<file path="config.mk">
export PLATFORM = sky130hd
export DESIGN_NAME = lna_pwr_seq_flat
export DESIGN_NICKNAME = d
export VERILOG_FILES = /design/src/rtl/lna_pwr_seq_if.sv /design/src/rtl/lna_pwr_seq.sv /design/src/flat_wrapper.sv
export SDC_FILE = /design/constraint.sdc
export NUM_CORES = 1
export LEC_CHECK = 0
export CORE_MARGIN = 3
export CORE_UTILIZATION = 45
export CTS_CLUSTER_DIAMETER = 120
export CTS_CLUSTER_SIZE = 25
export DETAILED_ROUTE_END_ITERATION = 8
export GPL_ROUTABILITY_DRIVEN = 1
export PLACE_DENSITY = 0.8
export SETUP_SLACK_MARGIN = 0.1
export SYNTH_ARGS = -nofsm -noshare
export SYNTH_HDL_FRONTEND = slang
export SYNTH_SLANG_ARGS = --single-unit
</file>
<file path="constraint.sdc">
create_clock -name clk -period 1.9 [get_ports clk]
set_input_delay 0.19 -clock clk [delete_from_list [all_inputs] [get_ports clk]]
set_output_delay 0.19 -clock clk [all_outputs]
set_load 0.02 [all_outputs]
</file>
<file path="src/rtl/lna_pwr_seq_if.sv">
// CPU register-bus bundle for the LNA power sequencer.
// The master drives requests; the slave returns a one-cycle ready with read data.
interface lna_pwr_seq_if #(
    parameter int DATA_W = 32
);
    logic              valid;
    logic [1:0]        address;
    logic [DATA_W-1:0] wdata;
    logic              wstrb;
    logic [DATA_W-1:0] rdata;
    logic              ready;

    modport master (
        output valid, address, wdata, wstrb,
        input  rdata, ready
    );

    modport slave (
        input  valid, address, wdata, wstrb,
        output rdata, ready
    );
endinterface

</file>
<file path="src/rtl/lna_pwr_seq.sv">
// Receive-LNA power/mode sequencer: arbitrates CPU and MAC control of pd/mode
// and holds off rx_rdy until the programmed wake or mode-change settle time has elapsed.
module lna_pwr_seq #(
    parameter int               DATA_W   = 32,
    parameter int               CNT_W    = 16,
    parameter logic [CNT_W-1:0] WAKE_DEF = CNT_W'(200),
    parameter logic [CNT_W-1:0] MODE_DEF = CNT_W'(20)
) (
    input  logic                clk,
    input  logic                rst_n,
    lna_pwr_seq_if.slave        bus,
    input  logic                rx_req,
    input  logic [1:0]          rx_mode,
    output logic                rx_rdy,
    output logic                pd,
    output logic [1:0]          mode
);

    typedef enum logic [1:0] {
        OFF  = 2'd0,
        WAKE = 2'd1,
        ON   = 2'd2,
        MCHG = 2'd3
    } state_t;

    state_t           state;
    logic [2:0]       ctrl;
    logic [CNT_W-1:0] wake_cyc;
    logic [CNT_W-1:0] mode_cyc;
    logic [CNT_W-1:0] cnt;
    logic [DATA_W-1:0] rd_val;

    logic             sw_en;
    logic [1:0]       sw_mode;
    logic             en_t;
    logic [1:0]       mode_t;

    logic             unused_wdata;
    assign unused_wdata = ^bus.wdata[DATA_W-1:CNT_W];

    assign sw_en   = ctrl[0];
    assign sw_mode = ctrl[2:1];

    // MAC request overrides the software mode whenever it is asserted.
    assign en_t    = sw_en | rx_req;
    assign mode_t  = rx_req ? rx_mode : sw_mode;

    always_comb begin
        rd_val = '0;
        case (bus.address)
            2'd0:    rd_val = DATA_W'(ctrl);
            2'd1:    rd_val = DATA_W'(wake_cyc);
            2'd2:    rd_val = DATA_W'(mode_cyc);
            default: rd_val = DATA_W'({(state == ON), 2'(state)});
        endcase
    end

    always_ff @(posedge clk or negedge rst_n) begin
        if (!rst_n) begin
            bus.ready <= 1'b0;
            bus.rdata <= '0;
            ctrl      <= '0;
            wake_cyc  <= WAKE_DEF;
            mode_cyc  <= MODE_DEF;
        end else begin
            bus.ready <= bus.valid;
            bus.rdata <= (bus.valid && !bus.wstrb) ? rd_val : '0;
            if (bus.valid && bus.wstrb) begin
                case (bus.address)
                    2'd0:    ctrl     <= bus.wdata[2:0];
                    2'd1:    wake_cyc <= bus.wdata[CNT_W-1:0];
                    2'd2:    mode_cyc <= bus.wdata[CNT_W-1:0];
                    default: ;
                endcase
            end
        end
    end

    // Priority within every active state: disable, then mode change, then expiry.
    always_ff @(posedge clk or negedge rst_n) begin
        if (!rst_n) begin
            state  <= OFF;
            pd     <= 1'b1;
            mode   <= 2'd0;
            cnt    <= '0;
            rx_rdy <= 1'b0;
        end else begin
            case (state)
                OFF: begin
                    rx_rdy <= 1'b0;
                    if (en_t) begin
                        state <= WAKE;
                        pd    <= 1'b0;
                        mode  <= mode_t;
                        cnt   <= wake_cyc;
                    end
                end
                WAKE, MCHG: begin
                    if (!en_t) begin
                        state  <= OFF;
                        pd     <= 1'b1;
                        rx_rdy <= 1'b0;
                    end else if (mode_t != mode) begin
                        mode   <= mode_t;
                        cnt    <= (state == WAKE) ? wake_cyc : mode_cyc;
                        rx_rdy <= 1'b0;
                    end else if (cnt == '0) begin
                        state  <= ON;
                        rx_rdy <= rx_req && (mode == rx_mode);
                    end else begin
                        cnt    <= cnt - CNT_W'(1);
                        rx_rdy <= 1'b0;
                    end
                end
                default: begin
                    if (!en_t) begin
                        state  <= OFF;
                        pd     <= 1'b1;
                        rx_rdy <= 1'b0;
                    end else if (mode_t != mode) begin
                        state  <= MCHG;
                        mode   <= mode_t;
                        cnt    <= mode_cyc;
                        rx_rdy <= 1'b0;
                    end else begin
                        rx_rdy <= rx_req && (mode == rx_mode);
                    end
                end
            endcase
        end
    end

endmodule

</file>
<file path="src/flat_wrapper.sv">
// flat-port wrapper written by rule: the top's interface ports become plain ports
module lna_pwr_seq_flat 
#(
    parameter int               DATA_W   = 32,
    parameter int               CNT_W    = 16,
    parameter logic [CNT_W-1:0] WAKE_DEF = CNT_W'(200),
    parameter logic [CNT_W-1:0] MODE_DEF = CNT_W'(20)
)
  (clk, rst_n, rx_req, rx_mode, rx_rdy, pd, mode, bus_valid, bus_address, bus_wdata, bus_wstrb, bus_rdata, bus_ready);
  lna_pwr_seq_if #(.DATA_W(DATA_W)) bus_i ();
  input  logic clk;
  input  logic rst_n;
  input  logic rx_req;
  input  logic [1:0] rx_mode;
  output logic rx_rdy;
  output logic pd;
  output logic [1:0] mode;
  input wire logic [$bits(bus_i.valid)-1:0] bus_valid;
  input wire logic [$bits(bus_i.address)-1:0] bus_address;
  input wire logic [$bits(bus_i.wdata)-1:0] bus_wdata;
  input wire logic [$bits(bus_i.wstrb)-1:0] bus_wstrb;
  output wire logic [$bits(bus_i.rdata)-1:0] bus_rdata;
  output wire logic [$bits(bus_i.ready)-1:0] bus_ready;
  assign bus_i.valid = bus_valid;
  assign bus_i.address = bus_address;
  assign bus_i.wdata = bus_wdata;
  assign bus_i.wstrb = bus_wstrb;
  assign bus_rdata = bus_i.rdata;
  assign bus_ready = bus_i.ready;
  lna_pwr_seq #(.DATA_W(DATA_W), .CNT_W(CNT_W), .WAKE_DEF(WAKE_DEF), .MODE_DEF(MODE_DEF)) u_core (.clk(clk), .rst_n(rst_n), .bus(bus_i), .rx_req(rx_req), .rx_mode(rx_mode), .rx_rdy(rx_rdy), .pd(pd), .mode(mode));
endmodule
</file>
==> metrics.md, run 1 <==
| Metric | Value |
|---|---|
| Global Route Usage Sum | 0.206 |
| Mapped Cells | 330 |
| CTS tree | built |
| Worst setup endpoint | u_core.cnt[5] |
| Period Utilization, post-route | 1.08 |
| Post-synthesis mux area share | 0.179 |
| Starting density of the core | 0.469 |
| First-pass GRT wire length | 14300 um |
| Htree depth | 3 |
| R2r setup slk | -160 ps |
| Via count | roughly 2900 |
| CTS buffer count | 9 |
| Layout Area Growth over Synthesis | 34.3% |
| CP max stage delay | 410 ps |
| Maximum VDD drop | 0.000664 V |
| Synth async-reset ratio | 1.00 |
| #FFs+latches synth | 74 |
| FF-to-FF path depth | 9 |
| Max Freq | 486 MHz |
| YS warnings | 0 |
| Crit Path Max Fanout | 7 |
| Static Leak | approximately 0.0021 uW |
| Fin. max-slew vios | 0 |
| Pin count of the biggest net entering global routing | 59 |
| Die W | 96.2 um |
| Crit Path Category | register to register |
| Hpwl dp | 6170 um |
| CP Depth | 9 |
| Die span in y | 96.2 um |
| Post-Synth XOR/XNOR Area | 0.00957 |
| Simple-gate area share of the yosys netlist | 0.110 |
| CP required | 2130 ps |
| Fraction of layout cells with a size suffix above 1 | 0.320 |
| EDFF count, synth | 0 |
| Post-route ant nets | 0 |
| WHS | 313 ps |
| Status | finished, violations left |
| I/O pin count | 78 |
| Antenna cell count | 0 |
| CP Data Arrival Time | 2290 ps |
| Via/cell ratio | between 5 and 6 |
| CP Launch Point | u_core.cnt[1] |
| Routability cong. | ~0.88 |
| Clock Skews | about 7.9 ps |
| CTS root buf | clkbuf_8 |
| Final setup TNS | -1590 ps |
| Initial antenna violation count | 0 |
| RSZ-0062 raised after global routing | yes |
| CP Launch Type | register |
| Final WS setup | -158 ps |
| Die area | 9250 um2 |
| Placeable Area | 7810 um2 |
| CP endpoint kind | register |
| Final wirelength | 9000 um |
| Number of global-route vias before repair | 2872 |
| Buf/Inv on CP | 2 |
| Final hold violation count | 0 |
| CP max-delay cell | o31ai_4 |
| Mean post-synth cell area | 11.1 um2 |
| R2r startpoint | u_core.cnt[1] |
| Skew-Pair Late Insertion Delay | 350 ps |
| Synth Flop Type | dfrtp_1 |
| Minimum clock period | 2060 ps |
| # setup viols final | 19 |
| Drt drc | 0 |
| Adder-cell share of the synthesized area | 0.00684 |
| Routed length per instance | roughly 17 um |
| Crit-path cells | inv_2, ha_4, nor3b_4, nand4_1, nor4_4, o31ai_4, clkbuf_16, o21ai_1, a32o_1 |
| Total grt overflow | 0 |
| Failing checks | negative setup slack |
| CTS max path bufs | 2 |
| Yosys cell types | 42 |
| Drt first pass iters | 5 |
| CP delay by family, top | compound AO/OA/AOI/OAI gates |
| Largest family of logic cells by synthesized area | multiplexers |
| Clock Sinks | 74 |
| PortBufs | 45 |
| Clock transition at path regs | approximately 80 ps |
| RR Endpoint | u_core.cnt[5] |
| PwrDens | ~1200 nW/um2 |
| Synth Area in Compound Gates | 0.124 |
| Mapped Area | 3660 um2 |
| Hold Path Class | primary input to asynchronous set/reset pin |
| # rows | 32 |
| Final nets | approximately 470 |
| Sequential area share after synthesis | 0.508 |
| Initial DRC count | approximately 270 |
| Max-cap violations | 0 |
==> synthesized netlist by cell type (all sizes together) (2+ instances only) <==
master / count / area, um2
dfrtp: 68 / 1700
mux2: 39 / 439
buf: 22 / 156
nor2: 22 / 82.6
o21ai: 21 / 105
nand2: 19 / 71.3
a21oi: 15 / 75.1
mux2i: 15 / 150
a22oi: 14 / 105
nor3: 11 / 55.1
clkbuf: 10 / 37.5
inv: 7 / 26.3
nand3: 7 / 35.0
nor2b: 7 / 43.8
dfstp: 6 / 158
nand2b: 5 / 31.3
or3: 5 / 31.3
a32o: 4 / 40.0
a22o: 3 / 26.3
mux4: 3 / 67.6
o31ai: 3 / 22.5
xnor2: 3 / 26.3
ha: 2 / 25.0
nand3b: 2 / 15.0
nand4: 2 / 12.5
o22a: 2 / 17.5
o41ai: 2 / 25.0
==> layout make-up <==
type                            count  area (um2)
Tap cell                          102         128
Timing Repair Buffer               99         927
Multi-Input combinational cell    232        1750
Fill cell                         596        2890
Clock inverter                      4        73.8
Sequential cell                    74        1860
Inverter                            7        26.3
Clock buffer                       12         155
==> state kept, by name (all words and copies together) (netlist names) <==
register,count
u_core.pd,1
u_core.bus.ready,1
u_core.wake_cyc,16
u_core.mode,2
u_core.state,2
u_core.cnt,16
u_core.ctrl,3
u_core.rx_rdy,1
u_core.mode_cyc,16
u_core.bus.rdata,16
==> through the flow <==
stage | cell area [um2] | utilization | total power, uW | std cells | worst slack [ps]
detailed placement | 4520 | 0.579 | 4170 | 508 | -474
global placement | 4520 | 0.579 | 4080 | 508 | -325
CTS | 4820 | 0.617 | 5620 | 527 | -36.0
floorplan | 3730 | - | 3330 | 345 | 1.59
global route | 4910 | 0.629 | 6080 | 530 | -228
finish | 4910 | 0.629 | 5760 | 530 | -158
==> what timing repair did <==
item                                   in CTS  in global routing
cloned                                      0                  2
pin swaps                                   9                  1
endpoints found under the hold margin      15                  0
setup endpoints to repair                  19                 19
gates resized for setup                    11                 12
hold buffers                                1                  0
buffers inserted                            2                  1
==> kinds of logic (layout without fill, tap and decap cells) <==
family	Yosys count	after routing
AND/OR/NAND/NOR	84	84
flip-flops	74	74
AO/OA/AOI/OAI	69	69
multiplexers	57	57
buffers and inverters	39	122
XOR/XNOR	4	4
adder cells (fa/ha/maj)	2	2
other	1	16
==> worst register-to-register path: stages, from the launching register on <==
cell	delay [ps]
dfrtp_1	390
inv_2	70
ha_4	160
nor3b_4	140
nand4_1	180
nor4_4	70
o31ai_4	410
clkbuf_16	250
o21ai_1	60
a32o_1	200
==> power by group <==
| part | switching [uW] | internal (uW) |
|---|---|---|
| sequential | 276 | 1980 |
| combinational | 1050 | 1070 |
| clock | 576 | 812 |
==> how the worst min path moves through the flow <==
stage | start | to | slack, ps | depth (start not counted)
final | rst_n | u_core.bus.rdata[3] | 310 | 2
after global routing | rst_n | u_core.bus.rdata[3] | 350 | 2
after CTS | rst_n | u_core.bus.rdata[3] | 310 | 2
after detailed placement | rst_n | u_core.bus.rdata[3] | 150 | 1
after global placement | rst_n | u_core.bus.rdata[3] | 140 | 1
after floorplan | rst_n | u_core.bus.rdata[0] | -110 | 0
==> routing by layer <==
metal | wire length (um) | vias to the layer above | track usage
li1 | - | 1342 | -
met1 | 3760 | 1438 | 0.266
met2 | 4520 | 118 | 0.336
met3 | 448 | 23 | 0.0297
met4 | 278 | 0 | 0.103
met5 | 0 | - | 0
==> layout by cell type (no fill, tap or decap), types with 5 or more instances in the layout <==
cell and count:
nor3_1 10, clkdlybuf4s50_1 43, buf_4 46, a22oi_1 14, mux2_2 39, o21ai_0 11, conb_1 16, nand3_1 7
dfrtp_1 68, nand2b_1 5, a21oi_2 5, inv_1 6, nand2_1 19, a21oi_1 10, mux2i_1 15, nor2_1 22
nor2b_1 7, o21ai_1 6, clkbuf_8 11, dfstp_2 6
(Power assumes the default switching activity.)
==> run 2, diff against run 1 <==
--- a/config.mk
+++ b/config.mk
@@ -11,6 +11,7 @@
 export CTS_CLUSTER_SIZE = 25
 export DETAILED_ROUTE_END_ITERATION = 8
 export GPL_ROUTABILITY_DRIVEN = 1
+export GPL_TIMING_DRIVEN = 0
 export PLACE_DENSITY = 0.8
 export SETUP_SLACK_MARGIN = 0.1
 export SYNTH_ARGS = -nofsm -noshare
==> run 2 against run 1 <==
The flow still finishes with violations (negative setup slack). Clock power decreased by 16%. Sequential share of layout area increased by 0.71 points. Non-clock buffer count decreased by 10. Die area unchanged. Combinational power decreased by 12%. Cell count decreased by 1.9%. Clock skew decreased by 4.3 ps. Highest routed layer unchanged.
==> metrics.md, run 2 (synthesis results as in run 1) <==
| Metric | Value |
|---|---|
| Hpwl dp | 5660 um |
| CTS max path bufs | 2 |
| Commonest cells after routing, fill and taps aside | 68 x dfrtp_1, 42 x clkdlybuf4s50_1, 39 x mux2_2 |
| PwrDens | 1120 nW/um2 |
| Drt drc | 0 |
| Combinational share of power | 0.346 |
| Clock Sinks | 74 |
| Worst Tran Pin Value | 920 ps |
| CTS buffer count | 9 |
| Placed cell count | 491 |
| CP required | 2120 ps |
| Crit-path cells | nor3_2, nand4_1, nor4_4, o31ai_4, buf_6, a21oi_1, a21oi_1 |
| Most frequent CP cell | a21oi_1 |
| CP endpoint kind | register |
| Minimum clock period | 2220 ps |
| WHS | a little over 70 ps |
| CP max stage delay | 420 ps |
| Antenna cell count | 0 |
| Die area | 9250 um2 |
| First-pass GRT wire length | between 10000 and 15000 um |
| I/O pin count | 78 |
| Routed length per instance | 17.0 um |
| Clk pwr share | 0.216 |
| Routability cong. | 0.820 |
| Max Freq | 451 MHz |
| Design area | 4820 um2 |
| CP delay by family, top | simple AND/OR/NAND/NOR gates |
| Fin. max-slew vios | 0 |
| Final non-filler cell total | between 500 and 600 |
| Switch share | 0.372 |
| Total grt overflow | 0 |
| CP Launch Type | register |
| PortBufs | 44 |
| Global Route Usage Sum | 0.202 |
| Final WS setup | -317 ps |
| Psw | 2010 uW |
| Buf/Inv on CP | 1 |
| Die span in y | 96.2 um |
| Layout Area Growth over Synthesis | 31.8% |
| Final nets | 456 |
| Final hold violation count | 0 |
| Period Utilization, post-route | 1.17 |
| Maximum VDD drop | 0.000531 V |
| # setup viols final | 18 |
| Fill count | 581 |
| Placed cell areas | 4300 um2 |
| Crit Path Category | register to register |
| Static Leak | 0.00204 uW |
| Register share of total power | 0.438 |
| Hold Path Class | primary input to register |
| Failing checks | negative setup slack |
| CTS tree | built |
| Initial antenna violation count | 0 |
| Clock Skews | 3.54 ps |
| Initial DRC count | 206 |
| Die W | slightly below 100 um |
| Slew HR | 0.386 |
| Via/cell ratio | 5.62 |
| Final wirelength | 8830 um |
| Internal | 3400 uW |
| Fraction of layout cells with a size suffix above 1 | 0.340 |
| Crit Path Max Fanout | 10 |
| CP Data Arrival Time | 2440 ps |
| Drt first pass iters | 5 |
| Pin count of the biggest net entering global routing | 75 |
| CP max-delay cell | dfrtp_1 |
| Max-cap violations | 0 |
| Starting density of the core | 0.469 |
| Placeable Area | about 7800 um2 |
| RSZ-0062 raised after global routing | yes |
| Status | finished, violations left |
| Htree depth | 3 |
| Clock transition at path regs | ~90 ps |
| Via count | 2924 |
| Post-route ant nets | 0 |
| Skew-Pair Late Insertion Delay | 350 ps |
| # rows | 32 |
| CTS root buf | clkbuf_8 |
| Number of global-route vias before repair | 2913 |
| Commonest non-fill, non-tap cell in the layout | dfrtp_1 |
-- run 2: cell types whose count changed in the layout (fill, tap and decap cells not counted), moves of 3 or more --
cell / before / now
nand3_1: 7 / 4
buf_6: 2 / 5
buf_4: 46 / 31
clkinvlp_4: 0 / 3
nor3_2: 1 / 5
nor3_1: 10 / 5
buf_12: 4 / 0
inv_6: 0 / 3
nand3_2: 0 / 3
-- run 2: metrics by stage --
| stage | TNS, ps | power (uW) | setup WS, ps | util |
|---|---|---|---|---|
| floorplan | 0 | 3330 | 1.59 | - |
| finish | -3300 | 5410 | -317 | 0.618 |
| CTS | -35.4 | 5220 | -35.4 | 0.606 |
| global placement | -148340 | 3730 | -1810 | 0.551 |
| global route | -4300 | 5690 | -360 | 0.618 |
| detailed placement | -19990 | 3800 | -553 | 0.551 |
-- run 2: layer usage --
layer,up-vias,share of wire,GRT usage
li1,1331,-,-
met1,1418,0.41,0.267
met2,142,0.49,0.324
met3,33,0.065,0.0328
met4,0,0.030,0.0924
met5,-,0,0
-- run 2: path summary, 6_finish.rpt --
check                              start                   to  slack [ps]  depth (start not counted)
min in group asynchronous          rst_n  u_core.bus.rdata[3]         510                          2
min reg2reg                    u_core.pd            u_core.pd         530                          2
max in group asynchronous          rst_n        u_core.cnt[6]         790                          2
max                        u_core.cnt[5]       u_core.cnt[10]        -320                          7
min                               rx_req       u_core.mode[1]          70                          2
max reg2reg                u_core.cnt[5]       u_core.cnt[10]        -320                          7
-- run 2: repair_timing --
action / 4_1_cts / 5_1_grt
buffers inserted: 11 / 3
endpoints found under the setup margin: 39 / 40
pin swaps: 6 / 8
endpoints found under the hold margin: 17 / 0
gates resized for setup: 43 / 23
hold buffers: 1 / 0
gates cloned: 1 / 0
-- run 2: cell type report --
type	instances	area (um2)	share of cell area
Buffer	30	239	0.0495
Clock buffer	9	124	0.0257
Clock inverter	7	60.1	0.0124
Inverter	7	26.3	0.00545
Multi-Input combinational cell	232	1830	0.378
Sequential cell	74	1860	0.385
Tap cell	102	128	0.0265
Timing Repair Buffer	59	563	0.117
-- run 2: worst reg2reg max path, stage by stage, from the launching register on --
cell     delay [ps]
dfrtp_1         420
nor3_2          340
nand4_1         330
nor4_4          360
o31ai_4         150
buf_6           190
a21oi_1         190
a21oi_1         100
-- run 2: power groups by stage --
stage                     combinational [uW]  clock, uW  sequential, uW
after floorplan                         1020          0            2310
after global placement                  1400          0            2330
after detailed placement                1440          0            2360
after CTS                               1710       1170            2340
after global routing                    2010       1260            2420
final                                   1870       1170            2370
